===== src/rtl/mem_arb_pkg.sv =====
// Shared types for the memory-port arbiter: FSM states and grant-owner encoding.
// Build option: MEM_ARB_ROUND_ROBIN_EN selects round-robin tie-breaking.
package mem_arb_pkg;

   typedef enum logic [1:0] {
      IDLE    = 2'd0,
      RD_CMD  = 2'd1,
      RD_DATA = 2'd2,
      WR_CMD  = 2'd3
   } state_t;

   typedef enum logic {
      GRANT_STIM  = 1'b0,
      GRANT_CHECK = 1'b1
   } grant_t;

endpackage


===== src/rtl/mem_arb_grant.sv =====
// Two-input grant decision for the memory arbiter.
// MEM_ARB_ROUND_ROBIN_EN: ties go to the requester not granted last; otherwise stim always wins.
module mem_arb_grant
   import mem_arb_pkg::*;
(
`ifdef MEM_ARB_ROUND_ROBIN_EN
   input  logic   clock,
   input  logic   reset,
   input  logic   i_accept,
   input  grant_t i_acceptOwner,
`endif
   input  logic   i_reqStim,
   input  logic   i_reqCheck,
   output grant_t o_grant
);

`ifdef MEM_ARB_ROUND_ROBIN_EN
   grant_t r_lastGrant;

   // Starting at GRANT_CHECK makes the first tie after reset go to stim.
   always_ff @(posedge clock or posedge reset) begin
      if (reset) begin
         r_lastGrant <= GRANT_CHECK;
      end else if (i_accept) begin
         r_lastGrant <= i_acceptOwner;
      end
   end

   always_comb begin
      o_grant = GRANT_STIM;
      if (i_reqStim && i_reqCheck) begin
         o_grant = (r_lastGrant == GRANT_STIM) ? GRANT_CHECK : GRANT_STIM;
      end else if (i_reqCheck) begin
         o_grant = GRANT_CHECK;
      end
   end
`else
   always_comb begin
      o_grant = GRANT_STIM;
      if (i_reqCheck && !i_reqStim) begin
         o_grant = GRANT_CHECK;
      end
   end
`endif

endmodule


===== src/rtl/mem_arbiter.sv =====
// Shares one memory port between a read-only and a write-only requester, with read-data timeout.
// Build option: MEM_ARB_ROUND_ROBIN_EN (round-robin ties instead of fixed stim priority).
module mem_arbiter
   import mem_arb_pkg::*;
#(
   parameter int ADDR_WIDTH = 20,
   parameter int DATA_WIDTH = 16,
   parameter int BE_WIDTH   = DATA_WIDTH / 8,
   parameter int TO_WIDTH   = 8
) (
   input  logic                  clock,
   input  logic                  reset,
   input  logic [ADDR_WIDTH-1:0] stim_address,
   input  logic [BE_WIDTH-1:0]   stim_byteenable,
   input  logic                  stim_read,
   output logic                  stim_waitrequest,
   output logic [DATA_WIDTH-1:0] stim_readdata,
   output logic                  stim_readdataready,
   input  logic [ADDR_WIDTH-1:0] check_address,
   input  logic [BE_WIDTH-1:0]   check_byteenable,
   input  logic [DATA_WIDTH-1:0] check_writedata,
   input  logic                  check_write,
   output logic                  check_waitrequest,
   output logic [ADDR_WIDTH-1:0] mem_address,
   output logic [BE_WIDTH-1:0]   mem_byteenable,
   output logic [DATA_WIDTH-1:0] mem_writedata,
   output logic                  mem_read,
   output logic                  mem_write,
   input  logic [DATA_WIDTH-1:0] mem_readdata,
   input  logic                  mem_readdataready,
   input  logic                  mem_waitrequest,
   output logic                  rd_timeout,
   input  logic                  rd_timeout_clr
);

   localparam logic [TO_WIDTH-1:0] TO_MAX = '1;

   state_t              r_state;
   state_t              w_nextState;
   logic [TO_WIDTH-1:0] r_toCount;
   logic                r_rdTimeout;
   logic                w_timeout;
   grant_t              w_grant;

`ifdef MEM_ARB_ROUND_ROBIN_EN
   logic   w_accept;
   grant_t w_acceptOwner;

   assign w_accept = !mem_waitrequest &&
                     (((r_state == RD_CMD) && stim_read) || ((r_state == WR_CMD) && check_write));
   assign w_acceptOwner = (r_state == WR_CMD) ? GRANT_CHECK : GRANT_STIM;
`endif

   mem_arb_grant u_grant (
`ifdef MEM_ARB_ROUND_ROBIN_EN
      .clock         (clock),
      .reset         (reset),
      .i_accept      (w_accept),
      .i_acceptOwner (w_acceptOwner),
`endif
      .i_reqStim     (stim_read),
      .i_reqCheck    (check_write),
      .o_grant       (w_grant)
   );

   always_ff @(posedge clock or posedge reset) begin
      if (reset) begin
         r_state <= IDLE;
      end else begin
         r_state <= w_nextState;
      end
   end

   // Counter is held at zero while the read command is pending, so it starts at 0 on acceptance.
   always_ff @(posedge clock or posedge reset) begin
      if (reset) begin
         r_toCount <= '0;
      end else if (r_state == RD_DATA) begin
         r_toCount <= r_toCount + 1'b1;
      end else begin
         r_toCount <= '0;
      end
   end

   always_ff @(posedge clock or posedge reset) begin
      if (reset) begin
         r_rdTimeout <= 1'b0;
      end else if (w_timeout) begin
         r_rdTimeout <= 1'b1;
      end else if (rd_timeout_clr) begin
         r_rdTimeout <= 1'b0;
      end
   end

   assign rd_timeout = r_rdTimeout;

   // Command strobes follow the live request so a withdrawn request never reaches memory.
   always_comb begin
      w_nextState        = r_state;
      w_timeout          = 1'b0;
      stim_waitrequest   = 1'b1;
      check_waitrequest  = 1'b1;
      stim_readdata      = '0;
      stim_readdataready = 1'b0;
      mem_address        = '0;
      mem_byteenable     = '0;
      mem_writedata      = '0;
      mem_read           = 1'b0;
      mem_write          = 1'b0;
      case (r_state)
         IDLE: begin
            if (stim_read || check_write) begin
               w_nextState = (w_grant == GRANT_STIM) ? RD_CMD : WR_CMD;
            end
         end
         RD_CMD: begin
            mem_address      = stim_address;
            mem_byteenable   = stim_byteenable;
            mem_read         = stim_read;
            stim_waitrequest = mem_waitrequest;
            if (!stim_read) begin
               w_nextState = IDLE;
            end else if (!mem_waitrequest) begin
               w_nextState = RD_DATA;
            end
         end
         RD_DATA: begin
            if (mem_readdataready) begin
               stim_readdataready = 1'b1;
               stim_readdata      = mem_readdata;
               w_nextState        = IDLE;
            end else if (r_toCount == TO_MAX) begin
               stim_readdataready = 1'b1;
               w_timeout          = 1'b1;
               w_nextState        = IDLE;
            end
         end
         WR_CMD: begin
            mem_address       = check_address;
            mem_byteenable    = check_byteenable;
            mem_writedata     = check_writedata;
            mem_write         = check_write;
            check_waitrequest = mem_waitrequest;
            if (!check_write || !mem_waitrequest) begin
               w_nextState = IDLE;
            end
         end
         default: w_nextState = IDLE;
      endcase
   end

endmodule


===== config.mk =====
export PLATFORM = sky130hd
export DESIGN_NAME = mem_arbiter
export DESIGN_NICKNAME = d
export VERILOG_FILES = /design/src/rtl/mem_arb_pkg.sv /design/src/rtl/mem_arb_grant.sv /design/src/rtl/mem_arbiter.sv
export SDC_FILE = /design/constraint.sdc
export NUM_CORES = 1
export LEC_CHECK = 0
export BUFFER_PORTS_ARGS = -buffer_cell sky130_fd_sc_hd__buf_2
export CAP_MARGIN = 5
export CELL_PAD_IN_SITES_DETAIL_PLACEMENT = 0
export CELL_PAD_IN_SITES_GLOBAL_PLACEMENT = 2
export CORE_MARGIN = 5
export CORE_UTILIZATION = 15
export CTS_BUF_LIST = sky130_fd_sc_hd__clkbuf_4 sky130_fd_sc_hd__clkbuf_8 sky130_fd_sc_hd__clkbuf_16
export DETAILED_ROUTE_END_ITERATION = 6
export PLACE_DENSITY = 0.83
export SLEW_MARGIN = 20
export SYNTH_ARGS = -nofsm -noshare
export SYNTH_HDL_FRONTEND = slang
export SYNTH_SLANG_ARGS = --single-unit

===== constraint.sdc =====
create_clock -name clock -period 1.6 [get_ports clock]
set_input_delay 0.32 -clock clock [delete_from_list [all_inputs] [get_ports clock]]
set_output_delay 0.32 -clock clock [all_outputs]
set_load 0.05 [all_outputs]

==> impl_summary.log, run 1 <==
INFO  metric run_status = finished, violations left
INFO  metric violations = setup timing
INFO  metric timing.final.crit_period = 1700 ps
INFO  metric route.detailed.vias_per_inst = 4.23
INFO  metric grt_pass1_wl = 8590 um
INFO  metric ys_types = 34
INFO  metric antenna-diode-count = 0
INFO  metric floorplan.core_area = 7730 sq um
INFO  metric multiInputGateArea = 1060 sq um
INFO  metric finalNonFillerCells = 402
INFO  metric power.static_leakage = 1.44 nW
INFO  metric clk_root_buffer_cell = clkbuf_8
INFO  metric cts_made_buffers = 3
INFO  metric worstPathRequired = 1280 ps
INFO  metric nNetsFinal = 385
INFO  metric antenna_found_initial = 0
INFO  metric grt-ovfl-total = 0
INFO  metric finalSetupViolations = 54
INFO  metric max-clock-path-buffers = 2
INFO  metric drt_pass1_iterations = 2
INFO  metric hold-worst-slack = 63.5 ps
INFO  metric first_iter_violations = 41
INFO  metric synth.yosys.seq_area_share = 23.1%
INFO  metric portion_of_total_power_attributed_to_sequential_cells = 8.4%
INFO  metric critPathCaptureType = output port
INFO  metric fill_cells = 776
INFO  metric clkLatencyLatePin = 240 ps
INFO  metric max_slew_margin = 70.7%
INFO  metric wl_per_cell = 13.8 um
INFO  metric highest_fanout_seen_on_the_critical_path = 27
INFO  metric worstHoldPathType = input pin to async pin
INFO  metric die-height = 99.1 um
INFO  metric internal_power = 2.31 mW
INFO  metric max_slew.worst_pin.slew = 439 ps
INFO  metric fp-row-count = 32
INFO  metric layout-area-overhead-vs-synth = 140%
INFO  metric grt_pass1_vias = 1811
INFO  metric synth.net_count = 232
INFO  metric criticalPathCategory = register to output port
INFO  metric synthCells = 148
INFO  metric sinks_on_clock_net = 11
INFO  metric crit_arrival = 1380 ps
INFO  metric finalHoldViolations = 0
INFO  metric clockPowerShare = 6.1%
INFO  metric place_inst = 386
INFO  metric detailedPlacementHpwl = 3790 um
INFO  metric dp_slack = 70.0 ps
INFO  metric final.setup.worst_slack = -98.2 ps
INFO  metric cellPowerDensity = 1690 nW/um^2
INFO  metric period_share = 106%
INFO  metric finalClockSkew = 6.03 ps
INFO  metric yosys_register_bits = 11
INFO  metric floorplan.io_pins = 143
INFO  metric most_common_cell_after_layout_fill_and_taps_aside = buf_2
INFO  metric grt_setup_unrepaired = true
INFO  metric power_frac_comb = 85.5%
INFO  metric layout_common_cells = 83 x buf_2, 39 x buf_6, 21 x nor2b_2, 20 x buf_4, 17 x mux2i_1
INFO  metric syn_area = 1190 sq um
INFO  metric regArea = 278 sq um
INFO  metric die_w = 99.1 um
INFO  metric final_layout_size_suffix_gt1_share = 73.7%
INFO  metric initial_utilization = 15.4%
INFO  metric route.detailed.drc = 0
INFO  metric gp_congestion = 0.755
INFO  metric fmaxAchievable = 0.589 GHz
INFO  metric grt_start_max_net_pins = 28
INFO  metric clkSlewWorstSetupHoldPaths = 60 ps
INFO  metric port_buffers = 142
INFO  metric setup_total_negative_slack = -3200 ps
INFO  metric clock_tree_from_tritoncts = yes
INFO  metric route.antenna.remaining_nets = 0
INFO  metric power.net_switching = 2.52 mW
INFO  metric clock_tree.htree_level_count = 1
INFO  metric synth.avg_cell_area = 8.04 sq um
INFO  metric ir_drop = 0.860 mV
INFO  metric max_cap_viol_count = 0
INFO  metric finalMaxSlewViolations = 0
INFO  metric critical_path.startpoint_type = register
INFO  metric swShare = 52.2%
INFO  metric detail_route.wirelength = 5540 um
INFO  metric vias = 1700
INFO  metric design.die.area = 9810 sq um
INFO  metric gr-usage-all-layers = 10.7%
INFO  metric yosysWarnings = 0
[metal layers]
| metal | up-vias | track usage, % | routed length (um) |
|---|---|---|---|
| met5 | - | 0 | 0 |
| met4 | 0 | 1.58 | 21 |
| met3 | 2 | 4.25 | 654 |
| met2 | 103 | 19.9 | 2830 |
| met1 | 767 | 11.5 | 2040 |
| li1 | 828 | - | - |
[final timing paths]
path	from	endpoint	slack, ps	cells after the start
hold reg to reg	rd_timeout	rd_timeout	490	1
min in group clock	check_write	r_state[0]	360	3
setup / recovery	r_state[1]	mem_address[14]	-100	4
hold / removal	reset	r_toCount[0]	60	2
max in group asynchronous	reset	r_state[0]	1210	2
setup reg to reg	r_toCount[0]	r_toCount[6]	100	6
[flip-flops by register name (all words and copies together) (netlist names)]
name,count
rd_timeout,1
r_state,2
r_toCount,8
[synthesized netlist by cell type]
cell type  count  share of area (%)
nand4_1        2                1.1
nand2_1        2               0.63
a21oi_1        4                1.7
nand3_1        3                1.3
and3_1        33                 17
buf_2          3                1.3
a211oi_1       1               0.63
a32o_1         1               0.84
nor2_1         5                1.6
nand2_2        1               0.53
nand2b_1       2                1.1
or3b_2         1               0.74
or3_1          1               0.53
inv_1          4                1.3
nor2b_1       24                 13
and2_1         1               0.53
or4_1          1               0.63
a31oi_1        1               0.53
o211ai_1       1               0.63
mux2i_1       22                 19
ha_1           1                1.1
clkbuf_1       9                2.8
o21ai_0        3                1.3
xnor2_1        1               0.74
and3b_1        1               0.74
o21a_1         1               0.63
or3_2          1               0.63
buf_6          1               0.95
o31ai_1        1               0.63
nand3b_1       1               0.63
xor2_1         2                1.5
nor3b_1        1               0.63
nand3_2        1               0.84
dfrtp_1       11                 23
[metrics by stage]
stage | utilization [%] | power, mW | cell area [sq um]
2_1_floorplan | - | 2.73 | 1260
3_3_place_gp | 27.4 | 3.46 | 2120
3_5_place_dp | 27.4 | 3.45 | 2120
4_1_cts | 35.1 | 4.70 | 2710
5_1_grt | 37.0 | 5.08 | 2860
6_report | 37.0 | 4.83 | 2860
[power by group through the flow]
stage	Combinational (mW)	Clock (mW)	Sequential, mW
after global placement	3.08	0	0.377
after floorplan	2.37	0	0.361
after CTS	3.99	0.303	0.400
after detailed placement	3.07	0	0.380
final	4.13	0.292	0.407
after global routing	4.35	0.316	0.416
[area by class of cell]
type / instances / share of cell area [%]
tap: 102 / 4.46
clock buffer: 3 / 1.44
inverter: 4 / 0.525
sequential: 11 / 9.71
clock inverter: 1 / 0.175
timing repair buffer: 161 / 46.7
multi-input combinational: 120 / 37.0
[critical path, stage by stage, from the launching register on]
cell and delay (ps):
dfrtp_2 420, buf_12 210, mux2i_2 280, nor2b_4 60, buf_6 150
[timing repair]
item / 4_1_cts / 5_1_grt
gates resized for setup: 135 / 26
pin swaps: 9 / 5
setup endpoints to repair: 58 / 59
gates cloned: 3 / 0
buffers inserted: 4 / 5
hold buffers: 0 / 0
[cells by family (layout without fill, tap and decap cells)]
logic type	count (synthesis)	after routing	share of synthesized area (%)
AO/OA/AOI/OAI	13	13	6.84
XOR/XNOR	3	3	2.21
AND/OR/NAND/NOR	81	81	42.0
adder cells (fa/ha/maj)	1	1	1.05
buffers and inverters	17	169	6.31
flip-flops	11	11	23.1
multiplexers	22	22	18.5
Note: power is estimated with default switching activity, not from simulation.
==> run 2, diff against run 1 <==
--- a/config.mk
+++ b/config.mk
@@ -5,6 +5,7 @@
 export SDC_FILE = /design/constraint.sdc
 export NUM_CORES = 1
 export LEC_CHECK = 0
+export ABC_CLOCK_PERIOD_IN_PS = 1600
 export BUFFER_PORTS_ARGS = -buffer_cell sky130_fd_sc_hd__buf_2
 export CAP_MARGIN = 5
 export CELL_PAD_IN_SITES_DETAIL_PLACEMENT = 0
@@ -14,6 +15,7 @@
 export CTS_BUF_LIST = sky130_fd_sc_hd__clkbuf_4 sky130_fd_sc_hd__clkbuf_8 sky130_fd_sc_hd__clkbuf_16
 export DETAILED_ROUTE_END_ITERATION = 6
 export PLACE_DENSITY = 0.83
+export SETUP_SLACK_MARGIN = 0.02
 export SLEW_MARGIN = 20
 export SYNTH_ARGS = -nofsm -noshare
 export SYNTH_HDL_FRONTEND = slang
==> run 2 against run 1 <==
Net effect:
- the flow still finishes with violations (setup timing)
- global-route usage rose by 0.26 points
- clock power about the same
- power grew 2.4%
- utilization rose by 1.0 points
- sequential share of layout area is 0.26 points lower
- largest cell class unchanged
==> impl_summary.log, run 2 (synthesis results as in run 1) <==
INFO  metric sinks_on_clock_net = 11 (unchanged)
INFO  metric cellPowerDensity = 1680 nW/um^2 (-0.36%)
INFO  metric finalClockSkew = 5.47 ps (-0.565 ps)
INFO  metric route.antenna.remaining_nets = 0 (unchanged)
INFO  metric finalNonFillerCells = 405 (+0.75%)
INFO  metric grt_util_met2 = 20.4% (+0.52 points)
INFO  metric gp_congestion = 0.755 (unchanged)
INFO  metric design.die.area = 9810 sq um (unchanged)
INFO  metric max_cap_viol_count = 0 (unchanged)
INFO  metric crit_arrival = 1400 ps (+20 ps)
INFO  metric nNetsFinal = 388 (+0.78%)
INFO  metric violations = setup timing
INFO  metric grt_setup_unrepaired = true
INFO  metric run_status = finished, violations left
INFO  metric largest_reg_flops = 8 (unchanged)
INFO  metric gr-usage-all-layers = 10.9% (+0.26 points)
INFO  metric initial_utilization = 15.4% (unchanged)
INFO  metric criticalPathCategory = register to output port
INFO  metric first_iter_violations = 36 (-12%)
INFO  metric timing.final.crit_period = 1720 ps (+17.1 ps)
INFO  metric portion_of_total_power_attributed_to_sequential_cells = 8.2% (-0.2 points)
INFO  metric wl_per_cell = 14.1 um (+2.3%)
INFO  metric grt-ovfl-total = 0 (unchanged)
INFO  metric layout-area-overhead-vs-synth = 147%
INFO  metric most_common_cell_after_layout_fill_and_taps_aside = buf_2
INFO  metric antenna_found_initial = 0 (unchanged)
INFO  metric regToRegStartpoint = r_toCount[1]
INFO  metric finalMaxSlewViolations = 0 (unchanged)
INFO  metric clkLatencyLatePin = 240 ps (about the same)
INFO  metric drt_pass1_iterations = 3 (+1)
INFO  metric swShare = 51.8% (-0.32 points)
INFO  metric worst_case_register_to_register_setup_slack = 100 ps (about the same)
INFO  metric max_slew_margin = 70.7% (about the same)
INFO  metric antenna-diode-count = 0 (unchanged)
INFO  metric use_met1 = 11.5% (-0.048 points)
INFO  metric cts_made_buffers = 3 (unchanged)
INFO  metric clock_tree.htree_level_count = 1 (unchanged)
INFO  metric layout_common_cells = 83 x buf_2, 43 x buf_6, 21 x nor2b_2, 20 x and3_4, 20 x buf_8
INFO  metric final_layout_size_suffix_gt1_share = 74.9% (+1.3 points)
INFO  metric grt_start_max_net_pins = 28 (unchanged)
INFO  metric floorplan.io_pins = 143 (unchanged)
INFO  metric highest_fanout_seen_on_the_critical_path = 27 (unchanged)
INFO  metric global_route.usage.met3 = 4.88% (+0.64 points)
INFO  metric floorplan.core_area = 7730 sq um (unchanged)
INFO  metric clockPowerShare = 5.9% (-0.2 points)
INFO  metric power.net_switching = 2.56 mW (+1.8%)
INFO  metric route.detailed.drc = 0 (unchanged)
INFO  metric clkSlewWorstSetupHoldPaths = 60 ps (about the same)
INFO  metric power_frac_comb = 85.9% (+0.4 points)
INFO  metric finalHoldViolations = 0 (unchanged)
INFO  metric regToRegEndpoint = r_toCount[6]
INFO  metric power.static_leakage = 1.45 nW (+0.96%)
INFO  metric grt_pass1_wl = 8800 um (+2.4%)
INFO  metric max-clock-path-buffers = 2 (unchanged)
INFO  metric worstHoldPathType = input pin to async pin
INFO  metric period_share = 107% (+1.1 points)
INFO  metric clock_tree_from_tritoncts = yes
INFO  metric ir_drop = 0.868 mV (+0.87%)
INFO  metric detail_route.wirelength = 5710 um (+3.0%)
INFO  metric final.setup.worst_slack = -115 ps (-17.1 ps)
INFO  metric critical_path.startpoint_type = register
INFO  metric die_w = 99.1 um (unchanged)
INFO  metric die-height = 99.1 um (unchanged)
INFO  metric port_buffers = 142 (unchanged)
INFO  metric worst_r2r_path_depth = 6 (unchanged)
INFO  metric vias = 1714 (+0.82%)
INFO  metric route.detailed.vias_per_inst = 4.23 (about the same)
INFO  metric internal_power = 2.38 mW (+3.1%)
INFO  metric clk_root_buffer_cell = clkbuf_8
INFO  metric fmaxAchievable = 0.583 GHz (-0.99%)
INFO  metric place_inst = 386 (unchanged)
INFO  metric fp-row-count = 32 (unchanged)
INFO  metric detailedPlacementHpwl = 3790 um (unchanged)
INFO  metric max_slew.worst_pin.slew = 439 ps (+0.176 ps)
INFO  metric registers.top_by_ff_count = r_toCount
INFO  metric busiest_layer = met2
INFO  metric finalSetupViolations = 55 (+1.9%)
INFO  metric critPathCaptureType = output port
INFO  metric cts-hold-fix-buffers = 0 (unchanged)
INFO  metric grt_pass1_vias = 1854 (+2.4%)
INFO  metric setup_total_negative_slack = -3400 ps (-198 ps)
INFO  metric worstPathRequired = 1280 ps (about the same)
==> run 2: layout make-up <==
| cell class | count | area (sq um) |
|---|---|---|
| timing repair buffer | 164 | 1410 |
| multi-input combinational | 120 | 1070 |
| inverter | 4 | 15.0 |
| sequential | 11 | 278 |
| tap | 102 | 128 |
| fill | 764 | 4790 |
| clock inverter | 1 | 5.00 |
| clock buffer | 3 | 41.3 |
==> run 2: through the flow <==
stage | utilization [%] | area (sq um) | power (mW) | worst slack [ps] | hold WS [ps]
after floorplan | - | 1260 | 2.73 | -146 | 172
after global placement | 27.4 | 2120 | 3.46 | 78.6 | 346
after detailed placement | 27.4 | 2120 | 3.45 | 70.0 | 337
after CTS | 35.8 | 2770 | 4.82 | -129 | 74.2
after global routing | 38.1 | 2940 | 5.21 | -177 | 95.9
final | 38.1 | 2940 | 4.95 | -115 | 64.0
==> run 2: what timing repair did <==
| item | CTS | global route |
|---|---|---|
| setup buffers | 5 | 6 |
| gates cloned | 3 | 1 |
| endpoints found under the setup margin | 58 | 59 |
| resized for setup | 153 | 26 |
| pin swaps | 9 | 7 |
==> run 2: critical path, stage by stage (launching register included) <==
cell and delay (ps):
dfrtp_2 420, buf_12 200, mux2i_2 270, nor2b_2 60, buf_4 190
==> run 2: how the worst max path moves through the flow <==
| stage | start | to | slack [ps] | cells after the start |
|---|---|---|---|---|
| 4_1_cts | r_state[1] | mem_address[9] | -130 | 4 |
| 3_3_place_gp | r_state[0] | stim_waitrequest | 80 | 3 |
| 2_1_floorplan | r_state[0] | mem_read | -150 | 3 |
| 6_report | r_state[1] | mem_address[9] | -120 | 4 |
| 3_5_place_dp | r_toCount[1] | stim_readdataready | 70 | 5 |
| 5_1_grt | r_state[1] | mem_address[9] | -180 | 4 |
==> run 2: power by group through the flow <==
stage | clock (mW) | sequential, mW | combinational [mW]
final | 0.293 | 0.407 | 4.25
after global routing | 0.316 | 0.414 | 4.48
after CTS | 0.303 | 0.396 | 4.12
after detailed placement | 0 | 0.380 | 3.07
after global placement | 0 | 0.377 | 3.08
after floorplan | 0 | 0.361 | 2.37
==> run 2: routing by layer <==
layer / wire length (um) / vias to the layer above
met5: 0 / -
met1: 2060 / 774
met3: 682 / 2
met4: 19 / 0
li1: - / 835
met2: 2950 / 103
